**src/rtl/elevator_pkg.sv**
```systemverilog
// Shared types and sizing for the hall-call request front end of the dual elevator system.
package elevator_pkg;

    localparam int NUM_FLOORS = 4;
    localparam int FLOOR_W    = $clog2(NUM_FLOORS);

    typedef logic [FLOOR_W-1:0]    floor_t;
    typedef logic [NUM_FLOORS-1:0] floor_vec_t;

    typedef enum logic {
        NORMAL = 1'b0,
        ESTOP  = 1'b1
    } panel_state_t;

    // One-hot floor vector for a car that is standing at a floor with its door open.
    function automatic floor_vec_t served_floors(floor_t car_floor, logic door_open);
        floor_vec_t v;
        v = '0;
        if (door_open) begin
            v[car_floor] = 1'b1;
        end
        return v;
    endfunction

endpackage

```
**src/rtl/hall_call_panel_if.sv**
```systemverilog
// Request/acknowledge link between the hall call panel (master) and the dispatcher (slave).
interface hall_call_panel_if;
    import elevator_pkg::*;

    floor_vec_t floor_requests;
    floor_vec_t request_ack;
    logic       emergency_stop;
    logic       priority_request;
    floor_t     priority_floor;

    modport master (
        output floor_requests,
        output emergency_stop,
        output priority_request,
        output priority_floor,
        input  request_ack
    );

    modport slave (
        input  floor_requests,
        input  emergency_stop,
        input  priority_request,
        input  priority_floor,
        output request_ack
    );

endinterface

```
**src/rtl/hall_call_panel_sync_debounce.sv**
```systemverilog
// Two-flop synchronizer followed by a consecutive-sample debouncer with a registered
// rise pulse that is high for the first cycle of a new high level.
module sync_debounce #(
    parameter int DEBOUNCE_CYCLES = 4
) (
    input  logic clk,
    input  logic rst,
    input  logic raw_i,
    output logic level_o,
    output logic rise_o
);

    localparam int CNT_W = (DEBOUNCE_CYCLES > 1) ? $clog2(DEBOUNCE_CYCLES) : 1;

    logic             sync1_q, sync2_q;
    logic             level_q, level_d;
    logic             rise_q, rise_d;
    logic [CNT_W-1:0] cnt_q, cnt_d;

    // NOTE: every variable written in always_comb gets a default first, so no path leaves it unassigned and no latch is inferred.
    always_comb begin
        level_d = level_q;
        rise_d  = 1'b0;
        cnt_d   = '0;
        if (sync2_q != level_q) begin
            if (cnt_q == CNT_W'(DEBOUNCE_CYCLES - 1)) begin
                level_d = sync2_q;
                rise_d  = sync2_q;
            end else begin
                cnt_d = cnt_q + 1'b1;
            end
        end
    end

    // NOTE: sequential state uses non-blocking assignments so every flop samples pre-edge values.
    always_ff @(posedge clk) begin
        if (!rst) begin
            sync1_q <= 1'b0;
            sync2_q <= 1'b0;
            level_q <= 1'b0;
            rise_q  <= 1'b0;
            cnt_q   <= '0;
        end else begin
            sync1_q <= raw_i;
            sync2_q <= sync1_q;
            level_q <= level_d;
            rise_q  <= rise_d;
            cnt_q   <= cnt_d;
        end
    end

    assign level_o = level_q;
    assign rise_o  = rise_q;

endmodule

```
**src/rtl/hall_call_panel.sv**
```systemverilog
// Hall call panel: debounces hall buttons, estop and fireman key, tracks per-floor calls
// through the request/ack handshake, and drives call lamps and stale-call flags.
module hall_call_panel
    import elevator_pkg::*;
#(
    parameter int DEBOUNCE_CYCLES = 4,
    parameter int STALE_CYCLES    = 64
) (
    input  logic       clk,
    input  logic       rst,
    input  floor_vec_t btn_raw,
    input  logic       estop_btn,
    input  logic       estop_reset,
    input  logic       key_on,
    input  floor_t     key_floor,
    input  floor_t     elev1_current_floor,
    input  logic       elev1_door_open,
    input  floor_t     elev2_current_floor,
    input  logic       elev2_door_open,
    output floor_vec_t call_lamp,
    output floor_vec_t stale_call,
    hall_call_panel_if.master disp
);

    localparam int STALE_W = $clog2(STALE_CYCLES + 1);

    floor_vec_t btn_level, btn_rise;
    logic       estop_level, estop_rise;
    logic       key_level, key_rise;

    for (genvar f = 0; f < NUM_FLOORS; f++) begin : g_btn
        sync_debounce #(.DEBOUNCE_CYCLES(DEBOUNCE_CYCLES)) u_btn (
            .clk     (clk),
            .rst     (rst),
            .raw_i   (btn_raw[f]),
            .level_o (btn_level[f]),
            .rise_o  (btn_rise[f])
        );
    end

    sync_debounce #(.DEBOUNCE_CYCLES(DEBOUNCE_CYCLES)) u_estop (
        .clk     (clk),
        .rst     (rst),
        .raw_i   (estop_btn),
        .level_o (estop_level),
        .rise_o  (estop_rise)
    );

    sync_debounce #(.DEBOUNCE_CYCLES(DEBOUNCE_CYCLES)) u_key (
        .clk     (clk),
        .rst     (rst),
        .raw_i   (key_on),
        .level_o (key_level),
        .rise_o  (key_rise)
    );

    logic         erst_sync1_q, erst_sync2_q;
    floor_t       kf_sync1_q, kf_sync2_q;
    floor_t       prio_floor_q, prio_floor_d;
    panel_state_t state_q, state_d;
    logic         enter_estop;
    floor_vec_t   pending_q, pending_d;
    floor_vec_t   acked_q, acked_d;
    floor_vec_t   serve, mask, ack_hit;
    logic [STALE_W-1:0] stale_cnt_q [NUM_FLOORS];
    logic [STALE_W-1:0] stale_cnt_d [NUM_FLOORS];

    always_comb begin
        state_d     = state_q;
        enter_estop = 1'b0;
        case (state_q)
            NORMAL: begin
                if (estop_rise) begin
                    state_d     = ESTOP;
                    enter_estop = 1'b1;
                end
            end
            ESTOP: begin
                if (erst_sync2_q && !estop_level) begin
                    state_d = NORMAL;
                end
            end
            default: state_d = NORMAL;
        endcase
    end

    // The key floor is forwarded during the rise cycle so the mask is right from the start.
    assign prio_floor_d = key_rise ? kf_sync2_q : prio_floor_q;

    assign serve   = served_floors(elev1_current_floor, elev1_door_open)
                   | served_floors(elev2_current_floor, elev2_door_open);
    assign ack_hit = disp.request_ack & pending_q;

    always_comb begin
        pending_d = pending_q;
        acked_d   = acked_q;
        mask      = '0;
        for (int f = 0; f < NUM_FLOORS; f++) begin
            stale_cnt_d[f] = stale_cnt_q[f];
            mask[f] = key_level && (floor_t'(f) != prio_floor_d);

            // Clearing wins over setting, and setting over acknowledging.
            if (enter_estop || serve[f]) begin
                pending_d[f] = 1'b0;
                acked_d[f]   = 1'b0;
            end else if (btn_rise[f] && state_q == NORMAL) begin
                pending_d[f] = 1'b1;
                acked_d[f]   = 1'b0;
            end else if (ack_hit[f]) begin
                acked_d[f] = 1'b1;
            end

            if (enter_estop || serve[f] || ack_hit[f]) begin
                stale_cnt_d[f] = '0;
            end else if (pending_q[f] && !acked_q[f] && state_q == NORMAL &&
                         stale_cnt_q[f] != STALE_W'(STALE_CYCLES)) begin
                stale_cnt_d[f] = stale_cnt_q[f] + 1'b1;
            end
        end
    end

    always_ff @(posedge clk) begin
        if (!rst) begin
            erst_sync1_q <= 1'b0;
            erst_sync2_q <= 1'b0;
            kf_sync1_q   <= '0;
            kf_sync2_q   <= '0;
            prio_floor_q <= '0;
            state_q      <= NORMAL;
            pending_q    <= '0;
            acked_q      <= '0;
            // NOTE: the timer array is small control state, not storage, so every entry is reset explicitly.
            for (int f = 0; f < NUM_FLOORS; f++) begin
                stale_cnt_q[f] <= '0;
            end
        end else begin
            erst_sync1_q <= estop_reset;
            erst_sync2_q <= erst_sync1_q;
            kf_sync1_q   <= key_floor;
            kf_sync2_q   <= kf_sync1_q;
            prio_floor_q <= prio_floor_d;
            state_q      <= state_d;
            pending_q    <= pending_d;
            acked_q      <= acked_d;
            for (int f = 0; f < NUM_FLOORS; f++) begin
                stale_cnt_q[f] <= stale_cnt_d[f];
            end
        end
    end

    assign disp.emergency_stop   = (state_q == ESTOP);
    assign disp.priority_request = key_level;
    assign disp.priority_floor   = prio_floor_d;
    assign disp.floor_requests   = pending_q & ~acked_q & ~mask
                                 & {NUM_FLOORS{state_q == NORMAL}};
    assign call_lamp = pending_q;

    always_comb begin
        stale_call = '0;
        for (int f = 0; f < NUM_FLOORS; f++) begin
            stale_call[f] = (stale_cnt_q[f] == STALE_W'(STALE_CYCLES));
        end
    end

endmodule
```
**src/flat_wrapper.sv**
```systemverilog
// flat-port wrapper written by rule: the top's interface ports become plain ports
module hall_call_panel_flat import elevator_pkg::*;
#(
    parameter int DEBOUNCE_CYCLES = 4,
    parameter int STALE_CYCLES    = 64
)
  (clk, rst, btn_raw, estop_btn, estop_reset, key_on, key_floor, elev1_current_floor, elev1_door_open, elev2_current_floor, elev2_door_open, call_lamp, stale_call, disp_floor_requests, disp_emergency_stop, disp_priority_request, disp_priority_floor, disp_request_ack);
  hall_call_panel_if disp_i ();
  input  logic clk;
  input  logic rst;
  input  floor_vec_t btn_raw;
  input  logic estop_btn;
  input  logic estop_reset;
  input  logic key_on;
  input  floor_t key_floor;
  input  floor_t elev1_current_floor;
  input  logic elev1_door_open;
  input  floor_t elev2_current_floor;
  input  logic elev2_door_open;
  output floor_vec_t call_lamp;
  output floor_vec_t stale_call;
  output wire logic [$bits(disp_i.floor_requests)-1:0] disp_floor_requests;
  output wire logic [$bits(disp_i.emergency_stop)-1:0] disp_emergency_stop;
  output wire logic [$bits(disp_i.priority_request)-1:0] disp_priority_request;
  output wire logic [$bits(disp_i.priority_floor)-1:0] disp_priority_floor;
  input wire logic [$bits(disp_i.request_ack)-1:0] disp_request_ack;
  assign disp_floor_requests = disp_i.floor_requests;
  assign disp_emergency_stop = disp_i.emergency_stop;
  assign disp_priority_request = disp_i.priority_request;
  assign disp_priority_floor = disp_i.priority_floor;
  assign disp_i.request_ack = disp_request_ack;
  hall_call_panel #(.DEBOUNCE_CYCLES(DEBOUNCE_CYCLES), .STALE_CYCLES(STALE_CYCLES)) u_core (.clk(clk), .rst(rst), .btn_raw(btn_raw), .estop_btn(estop_btn), .estop_reset(estop_reset), .key_on(key_on), .key_floor(key_floor), .elev1_current_floor(elev1_current_floor), .elev1_door_open(elev1_door_open), .elev2_current_floor(elev2_current_floor), .elev2_door_open(elev2_door_open), .call_lamp(call_lamp), .stale_call(stale_call), .disp(disp_i));
endmodule
```
**config.mk**
```make
export PLATFORM = sky130hd
export DESIGN_NAME = hall_call_panel_flat
export DESIGN_NICKNAME = d
export VERILOG_FILES = /design/src/rtl/elevator_pkg.sv /design/src/rtl/hall_call_panel_if.sv /design/src/rtl/hall_call_panel_sync_debounce.sv /design/src/rtl/hall_call_panel.sv /design/src/flat_wrapper.sv
export SDC_FILE = /design/constraint.sdc
export NUM_CORES = 1
export LEC_CHECK = 0
export BUFFER_PORTS_ARGS = -buffer_cell sky130_fd_sc_hd__buf_4
export CAP_MARGIN = 20
export CORE_MARGIN = 3
export CORE_UTILIZATION = 57
export CTS_CLUSTER_SIZE = 14
export DETAILED_ROUTE_END_ITERATION = 6
export GPL_TIMING_DRIVEN = 0
export HOLD_SLACK_MARGIN = 0.08
export PLACE_DENSITY_LB_ADDON = 0.12
export SETUP_SLACK_MARGIN = 0.02
export SYNTH_ARGS = -nofsm -noshare
export SYNTH_HDL_FRONTEND = slang
export SYNTH_SLANG_ARGS = --single-unit
```
**constraint.sdc**
```tcl
create_clock -name clk -period 2.1 [get_ports clk]
set_clock_uncertainty 0.15 [all_clocks]
set_input_delay 0.105 -clock clk [delete_from_list [all_inputs] [get_ports clk]]
set_output_delay 0.105 -clock clk [all_outputs]
set_load 0.05 [all_outputs]
```
## After elaboration in Yosys (flattened, before gate mapping)

Memory sizes are Yosys's and may differ from the RTL's.
Cells that the tools add are included.
Widths: inputs -> output; s select.

| word-level totals | value |
|---|---|
| memories | 1 |
| word-level logic and storage cells | 189 |
| register bits | 53 |
| output and inout port bits | 16 |
| bits of input ports | 21 |
| RAM bits | 28 |

| operators by class | value |
|---|---|
| muxes and demuxes | 25 |
| bitwise gates (word level) | 19 |
| $lt $le $gt $ge | 4 |
| add/sub/neg operators | 10 |
| reduce and logical (&&, ||, !) cells | 63 |
| eq/ne operators | 23 |

Memory list:

| name | depth | width | rd ports | clocked after Yosys merged registers in | write ports | line | text |
|---|---|---|---|---|---|---|---|
| u_core.stale_cnt_q | 4 | 7 | 4 | 0 | 4 | hall_call_panel.sv:65 | `logic [STALE_W-1:0] stale_cnt_q [NUM_FLOORS];` |

Operators with widths:

| operator | number |
|---|---|
| $mux 7 | 12 |
| $reduce_or 3->1 | 10 |
| $add 7x1->7 const B | 4 |
| $eq 7x7->1 const B | 4 |
| $ne 7x7->1 const B | 4 |
| $logic_and 1x1->1 | 23 |
| $reduce_and 3->1 | 6 |
| $and 4x4->4 | 4 |
| $add 2x1->2 const B | 6 |
| $eq 2x2->1 const B | 6 |
| $reduce_and 2->1 | 6 |
| $logic_or 1x1->1 | 8 |
| $mux 4 | 2 |
| $not 1->1 | 8 |
| $not 4->4 | 2 |
| $reduce_or 2->1 | 4 |
| $mux 1 | 7 |
| $lt 2x3->1 const B | 2 |
| $ne 1x1->1 | 6 |
| $logic_not 1->1 | 5 |
| $demux 1 s2 | 2 |
| $ge 2x1->1 const B | 2 |
| $ne 2x2->1 const A | 2 |
| $or 1x1->1 | 4 |
| other kinds (5) | 5 |

## Depth between registers and ports, before layout

Gate-level depths: netlist of the first run.

| depth | value |
|---|---|
| word-level depth | 10 |
| depth in mapped cells | 6 |
| depth with buffers taken out | 6 |

## Cells and area by module

Synthesis of the first run repeated with hierarchy kept, for this count alone.

| unflattened totals | value |
|---|---|
| cell total of the unflattened synthesis | 325 |
| area total of the unflattened synthesis | 3335.7 um^2 |

By module, submodules not included:

| module | instances | seq. area each (um^2) | cells an instance | area an instance (um^2) |
|---|---|---|---|---|
| hall_call_panel | 1 | 900.9 | 235 | 2119.5 |
| sync_debounce | 6 | 120.1 | 15 | 202.7 |

## Worst setup path before layout of the first run

No wires, ideal clock.

| path | value |
|---|---|
| kind | reg-to-output |
| from | memory u_core.stale_cnt_q[2][0] (netlist bit) |
| to | output stale_call[2] |
| slack | -169 ps |
| arrival | 2014 ps |
| path buffers | 0 |
| stages on the path, launching flop included | 5 |
| required time | 1845 ps |
| cells stage by stage | dfxtp_1 inv_1 ha_1 or4b_4 nor3_1 |

RTL lines:

| item | line | text |
|---|---|---|
| from (decl) | hall_call_panel.sv:65 |  |
| to (decl) | flat_wrapper.sv:21 | `output floor_vec_t stale_call;` |

## Worst setup path in the final report of the first run

| path | value |
|---|---|
| from | register u_core.u_key.rise_q (netlist: u_core.u_key.rise_o) |
| to | output disp_floor_requests[1] |

| on the way | value |
|---|---|
| word-level cells in the longest chain between the ends | 6 |

RTL lines:

| item | line | text |
|---|---|---|
| from (decl) | hall_call_panel_sync_debounce.sv:17 | `logic rise_q, rise_d;` |
| from (signal assigned) | hall_call_panel_sync_debounce.sv:47 | `rise_q <= rise_d;` |
| $mux 2 | hall_call_panel.sv:88 | `assign prio_floor_d = key_rise ? kf_sync2_q : prio_floor_q;` |
| $ne 1x2->1 | hall_call_panel.sv:100 | `mask[f] = key_level && (floor_t'(f) != prio_floor_d);` |
| $logic_and 1x1->1 | hall_call_panel.sv:100 |  |
| $not 4->4 | hall_call_panel.sv:154 | `assign disp.floor_requests = pending_q & ~acked_q & ~mask` |
| $and 4x4->4 | hall_call_panel.sv:154 |  |
| $and 4x4->4 | hall_call_panel.sv:155 | `& {NUM_FLOORS{state_q == NORMAL}};` |
| to (decl) | flat_wrapper.sv:22 | `output wire logic [$bits(disp_i.floor_requests)-1:0] disp_floor_requests;` |

No other way between the ends.

==> results.ini, run 1 <==
[run_status]
status=finished clean

[final_layout]
final_cells=475
fillerInstances=417
drive_gt1_frac=0.1588
syn_to_final_growth_pct=23.95
nets=433
diodes=0

[sta]
max_freq_ghz=0.5075
hold_viol=0
slew_viol_final=0
period_minus_slack_ps=1970
min_period_over_period=0.9382
worst_slew_pin_slew_ps=504.9
relSlewSlack=0.6581
setup_tns_ps=0
rsz0062_at_grt=yes
setup_viol=0

[clock_network]
clk_latency_ps=360
cts_sinks=81
cts_buffers=9
cts_max_level=3
clk_pin_slew_worst_paths_ps=80
cts_tree=done
cts_max_path_buffers=2
clk_root_buffer_cell=clkbuf_8

[power_and_ir_drop]
powerDensity_mw_per_mm2=688.4
cellLeakagePower_nw=1.744
irDropWorstVdd_mv=0.5946

[synth]
netlist_area_mm2=0.003333
synth_edf_count=0
syn_nets=364
seq_area_frac_synth=0.4865
synth_flop_cell=dfxtp_1
syn_inst=329
synth_cell_types=46
yosys_register_bits=81
syn_avg_cell_area_um2=10.13
synth-async-reset-ratio=0
synth.yosys.warnings=0

[drt]
post-route-drc-count=0
antenna_left=0
vias=2506
drt_first_pass_iters=4
wl_mm=6.126
drt_iter0_markers=90
avgRoutedWirePerCell_um=12.90
vias_per_cell=5.276

[worst_hold_path]
holdPathEnd=u_core.call_lamp[1]
hold_depth=5
min_from=elev2_door_open
hp-class=in -> reg

[worst_setup_path]
crit_arrival_ps=1720
cp.required_ps=1850
r2r_end=u_core.call_lamp[0]
end_kind=primary output
crit_path_max_fanout=4
worstSetupPathType=reg -> out
startpoint_type=flop
r2r-start=u_core.disp.emergency_stop
reg2reg_depth=5
worst-r2r-setup-slack_ps=180

[global_routing]
grt_pass1_wl_mm=10.32
grt_max_degree=15
antenna_found_initial=0
grt.total_usage=0.2017
grt_overflow_total=0
grt_pass1_vias=2394

[placement]
dp_hpwl_mm=4.363
place_congestion=0.7133
post-place-cells=437
io_buffers=36

[floorplan]
die_y_um=82.47
row_count=27
core_area_mm2=0.005574
io_pins=37
die_w_um=82.47
die-area_mm2=0.006801
initial_utilization=0.5980

[job]
cap_violations=0

[cells by family after synthesis]
kind of cell / Yosys count / share of synthesized area
compound gates: 27 / 0.05481
xor+xnor: 28 / 0.07358
fa+ha+maj: 14 / 0.05255
buf+inv: 20 / 0.02365
flops: 81 / 0.4865
mux: 12 / 0.03604
simple gates: 147 / 0.2729
[worst max-delay path: stages, from the launching register on]
cell and delay [ps]:
dfxtp_1 390, mux2i_1 280, inv_1 130, o21ai_1 200, and2_1 160, buf_4 190
[sequential cells by signal, summed over array words and instances, names as in the netlist, 2 cells and up]
name	flops
u_core.g_btn.u_btn.sync1_q	4
u_core.u_estop.cnt_q	2
u_core.g_btn.u_btn.cnt_q	8
u_core.stale_cnt_q	28
u_core.g_btn.u_btn.level_o	4
u_core.kf_sync2_q	2
u_core.g_btn.u_btn.rise_o	4
u_core.kf_sync1_q	2
u_core.call_lamp	4
u_core.u_key.cnt_q	2
u_core.acked_q	4
u_core.g_btn.u_btn.sync2_q	4
u_core.prio_floor_q	2
[cell type report]
cell class / count / area (um^2) / area share
buffer: 6 / 26.28 / 0.006360
tap: 72 / 90.09 / 0.02180
sequential: 81 / 1623 / 0.3928
clock buffer: 11 / 141.4 / 0.03422
clock inverter: 5 / 62.56 / 0.01514
inverter: 14 / 52.55 / 0.01272
multi-input combinational: 228 / 1642 / 0.3973
timing repair buffer: 58 / 494.2 / 0.1196
[repair_timing]
item | CTS | global route
hold buffers | 22 | 0
endpoints found under the hold margin | 41 | 0
setup buffers | 0 | 0
gates resized for setup | 0 | 4
setup endpoints to repair | 0 | 5
[metrics by stage]
| stage | hold WS, ps | util | worst slack [ps] | cell area (um^2) | total power, mW |
|---|---|---|---|---|---|
| 3_5_place_dp | 167.9 | 0.6635 | 287.4 | 3699 | 1.700 |
| 6_report | 105.8 | 0.7412 | 129.7 | 4131 | 2.844 |
| 5_1_grt | 118.0 | 0.7412 | 14.32 | 4131 | 2.952 |
| 3_3_place_gp | 161.6 | 0.6635 | 327.1 | 3699 | 1.697 |
| 4_1_cts | 82.83 | 0.7396 | 36.32 | 4123 | 2.879 |
| 2_1_floorplan | 82.29 | - | 164.2 | 3338 | 1.647 |
[synthesized netlist by cell type, types with 6 or more instances]
| cell | number | area, um^2 |
|---|---|---|
| mux2i_1 | 12 | 120.1 |
| nand3_1 | 6 | 30.03 |
| and4b_1 | 10 | 100.1 |
| xnor2_1 | 8 | 70.07 |
| a21oi_1 | 6 | 30.03 |
| nand2_1 | 13 | 48.80 |
| dfxtp_1 | 81 | 1622 |
| nand4_1 | 9 | 56.30 |
| xor2_1 | 20 | 175.2 |
| nor3_1 | 7 | 35.03 |
| ha_1 | 14 | 175.2 |
| nor2b_1 | 10 | 62.56 |
| inv_1 | 13 | 48.80 |
| nor2_1 | 33 | 123.9 |
| nor4bb_1 | 6 | 60.06 |
| and2_1 | 25 | 156.4 |
[placed cells by master, fill, tap and decap left out, drive strengths merged, types with 2 or more instances in the layout]
master and instances:
nor3 7, a31oi 2, a211o 2, and2 25
nor4 2, clkinv 2, dfxtp 81, nand2b 5
nor2 33, dlygate4sd3 22, xnor2 8, nand3 6
mux2i 12, and4b 10, clkbuf 16, inv 14
and4 4, o21ai 7, nor3b 5, and3 5
xor2 20, nor4bb 6, o31a 3, nand4 9
nor2b 10, clkinvlp 2, a21oi 6, nand2 13
o311a 2, buf 37, ha 14, or2 2
[worst max path at each step]
stage / startpoint / end / slack (ps) / cells after the start
final: u_core.u_key.rise_o / disp_floor_requests[1] / 130 / 5
after global routing: u_core.u_key.rise_o / disp_floor_requests[1] / 10 / 5
after detailed placement: u_core.stale_cnt_q[2][0] / u_core.stale_cnt_q[2][1] / 290 / 6
after global placement: u_core.stale_cnt_q[2][0] / u_core.stale_cnt_q[2][1] / 330 / 6
after CTS: u_core.u_key.rise_o / disp_floor_requests[1] / 40 / 5
after floorplan: u_core.stale_cnt_q[0][0] / stale_call[0] / 160 / 4
[metal layers]
layer  share of wire  wire [um]  GRT usage  up-vias
li1                -          -          -     1280
met5               0          0          0        -
met3           0.042        258    0.06182        7
met2            0.49       3032     0.3534       44
met4           0.016         95    0.07973        0
met1            0.45       2740     0.2271     1175
[where the power goes]
part	leakage, nW	total (mW)	switching, mW	internal, mW
clock network	0.0962	1.15	0.562	0.588
registers	0.657	1.56	0.00811	1.55
logic	0.991	0.133	0.0565	0.0764
No activity file was read; power rests on OpenSTA's default activity.
==> run 2, diff against run 1 <==
--- a/config.mk
+++ b/config.mk
@@ -8,7 +8,7 @@
 export BUFFER_PORTS_ARGS = -buffer_cell sky130_fd_sc_hd__buf_4
 export CAP_MARGIN = 20
 export CORE_MARGIN = 3
-export CORE_UTILIZATION = 57
+export CORE_UTILIZATION = 52
 export CTS_CLUSTER_SIZE = 14
 export DETAILED_ROUTE_END_ITERATION = 6
 export GPL_TIMING_DRIVEN = 0
@@ -18,3 +18,4 @@
 export SYNTH_ARGS = -nofsm -noshare
 export SYNTH_HDL_FRONTEND = slang
 export SYNTH_SLANG_ARGS = --single-unit
+export TNS_END_PERCENT = 50
==> constraint.sdc (replaced) <==
create_clock -name clk -period 1.7 [get_ports clk]
set_clock_uncertainty 0.15 [all_clocks]
set_input_delay 0.085 -clock clk [delete_from_list [all_inputs] [get_ports clk]]
set_output_delay 0.085 -clock clk [all_outputs]
set_load 0.005 [all_outputs]
==> results.ini, run 2 (same netlist as run 1, synthesis figures left out) <==
[clock_network]
cts_max_path_buffers=2  ; unchanged
clk_pin_slew_worst_paths_ps=80  ; about the same
cts_tree=done
clk_latency_ps=340  ; -20 ps
clk_root_buffer_cell=clkbuf_8
cts_max_level=3  ; unchanged
cts_buffers=9  ; unchanged
cts_sinks=81  ; unchanged

[floorplan]
die-area_mm2=0.007406  ; +8.9%
initial_utilization=0.5500  ; -0.04802
io_pins=37  ; unchanged
die_w_um=86.06  ; +4.4%
row_count=28  ; +3.7%
core_area_mm2=0.006061  ; +8.7%
die_y_um=86.06  ; +4.4%

[final_layout]
largest_reg_flops=28  ; unchanged
stdcell_area_mm2=0.004390  ; +6.3%
top_regs=u_core.stale_cnt_q (28), u_core.g_btn.u_btn.cnt_q (8)
fin_util=0.7244  ; -0.01679
drive_gt1_frac=0.2446  ; +0.08580
fillerInstances=443  ; +6.2%
final_cell_mix=dfxtp_1 (76), buf_4 (46), nor2_1 (32)
syn_to_final_growth_pct=31.72
nets=448  ; +3.5%
regMostFlops=u_core.stale_cnt_q
final_common_cell=dfxtp_1
diodes=0  ; unchanged

[drt]
wl_mm=6.443  ; +5.2%
post-route-drc-count=0  ; unchanged
avgRoutedWirePerCell_um=13.10  ; +1.5%
vias_per_cell=5.161  ; -2.2%
vias=2539  ; +1.3%
drt_iter0_markers=90  ; unchanged
drt_first_pass_iters=4  ; unchanged
antenna_left=0  ; unchanged

[power_and_ir_drop]
cellLeakagePower_nw=1.837  ; +5.3%
power_frac_comb=0.049  ; +0.002
pwr-share-seq=0.551  ; +0.002
p_int_mw=2.768  ; +25%
power.switching_mw=0.7336  ; +17%
powerDensity_mw_per_mm2=797.6  ; +16%
finalPower_mw=3.502  ; +23%
sw_frac_of_total=0.2095  ; -0.01067
irDropWorstVdd_mv=0.7950  ; +34%
clkPwrFrac=0.401  ; -0.003

[sta]
hold_viol=0  ; unchanged
rsz0062_at_grt=yes
slew_viol_final=0  ; unchanged
setup_tns_ps=-459.1  ; -459.1 ps
setup_viol=8  ; +8
max_freq_ghz=0.5545
relSlewSlack=0.7058  ; +0.04765
min_period_over_period=1.061
worst_slew_pin_slew_ps=434.5  ; -70.37 ps
period_minus_slack_ps=1804
fin_ws_ps=-103.5  ; -233.2 ps

[placement]
io_buffers=36  ; unchanged
place_congestion=0.8091  ; +13%
dp_hpwl_mm=4.358  ; -0.13%
placed_cell_area_mm2=0.003697  ; about the same

[run_status]
violations=negative setup slack
status=finished, violations left

[worst_setup_path]
crit_arrival_ps=1570  ; -150 ps
cp.required_ps=1460  ; -390 ps
end_kind=primary output
crit_path_max_fanout=3  ; -1
reg2reg_depth=6  ; +1
worstSetupPathType=reg -> out
r2r-start=u_core.stale_cnt_q[2][0]
startpoint_type=flop
crit_start=u_core.u_key.rise_o

[global_routing]
grt_overflow_total=0  ; unchanged
grt_pass1_vias=2434  ; +1.7%
antenna_found_initial=0  ; unchanged
grt_max_degree=14  ; -1
grt.total_usage=0.1866  ; -0.01516
grt_pass1_wl_mm=10.98  ; +6.3%

[job]
cap_violations=0  ; unchanged

[worst_hold_path]
hp-class=in -> reg
hold_depth=4  ; -1
min_from=elev2_door_open

## run 2: changes by cell type in the layout (fill, tap and decap cells not counted), moves of 3 or more
cell     before  now
nor3b_4       1    4
nor3b_2       3    0
dfxtp_1      80   76
inv_2         0    4
inv_1        13    9
buf_6         1    5
buf_4        36   46
## run 2: area by class of cell
class | instances | area [um^2] | share of cell area
repair buffers | 73 | 621.8 | 0.1416
plain buffers | 6 | 38.79 | 0.008834
well taps | 75 | 93.84 | 0.02137
inverters | 14 | 52.55 | 0.01197
flip-flops and latches | 81 | 1633 | 0.3719
clock inverters | 4 | 51.30 | 0.01168
clock buffers | 11 | 151.4 | 0.03448
multi-input cells | 228 | 1748 | 0.3981
## run 2: worst paths after layout
check / to / slack, ps
setup / recovery: disp_floor_requests[1] / -100
hold / removal: u_core.acked_q[2] / 80
setup reg to reg: u_core.stale_cnt_q[2][1] / -80
hold reg to reg: u_core.g_btn[0].u_btn.cnt_q[0] / 280
## run 2: power groups by stage
stage / logic, mW / registers [mW] / clock network (mW)
after floorplan: 0.0630 / 1.97 / 0
after global placement: 0.122 / 1.97 / 0
after detailed placement: 0.125 / 1.97 / 0
after CTS: 0.166 / 1.93 / 1.44
after global routing: 0.190 / 1.93 / 1.52
final: 0.171 / 1.93 / 1.40
## run 2: per-layer routing
| layer | global-route usage | vias to the layer above | wire, um |
|---|---|---|---|
| met1 | 0.2301 | 1182 | 3024 |
| met2 | 0.3174 | 47 | 3107 |
| met3 | 0.05956 | 2 | 284 |
| li1 | - | 1308 | - |
| met4 | 0.04173 | 0 | 27 |
| met5 | 0 | - | 0 |
## run 2: per-stage QoR
step | worst slack [ps] | std cells | hold slack, ps
3_5_place_dp | -84.82 | 440 | 147.0
3_3_place_gp | -73.79 | 440 | 141.9
4_1_cts | -88.80 | 489 | 82.98
5_1_grt | -186.8 | 492 | 99.40
2_1_floorplan | 4.640 | 329 | 62.29
6_report | -103.5 | 492 | 77.20
## run 2: worst max-delay path, stage by stage, from the launching register on
cell and delay (ps):
dfxtp_4 390, mux2i_4 310, buf_4 160, o21ai_2 60, and2_1 180, buf_4 130
## run 2: what timing repair did
action                                  4_1_cts  5_1_grt
endpoints found under the setup margin       28       38
hold buffers                                 22        0
buffers inserted                             12        4
pin swaps                                     7        4
cloned                                        0        0
resized for setup                            21       26
endpoints found under the hold margin        38        0
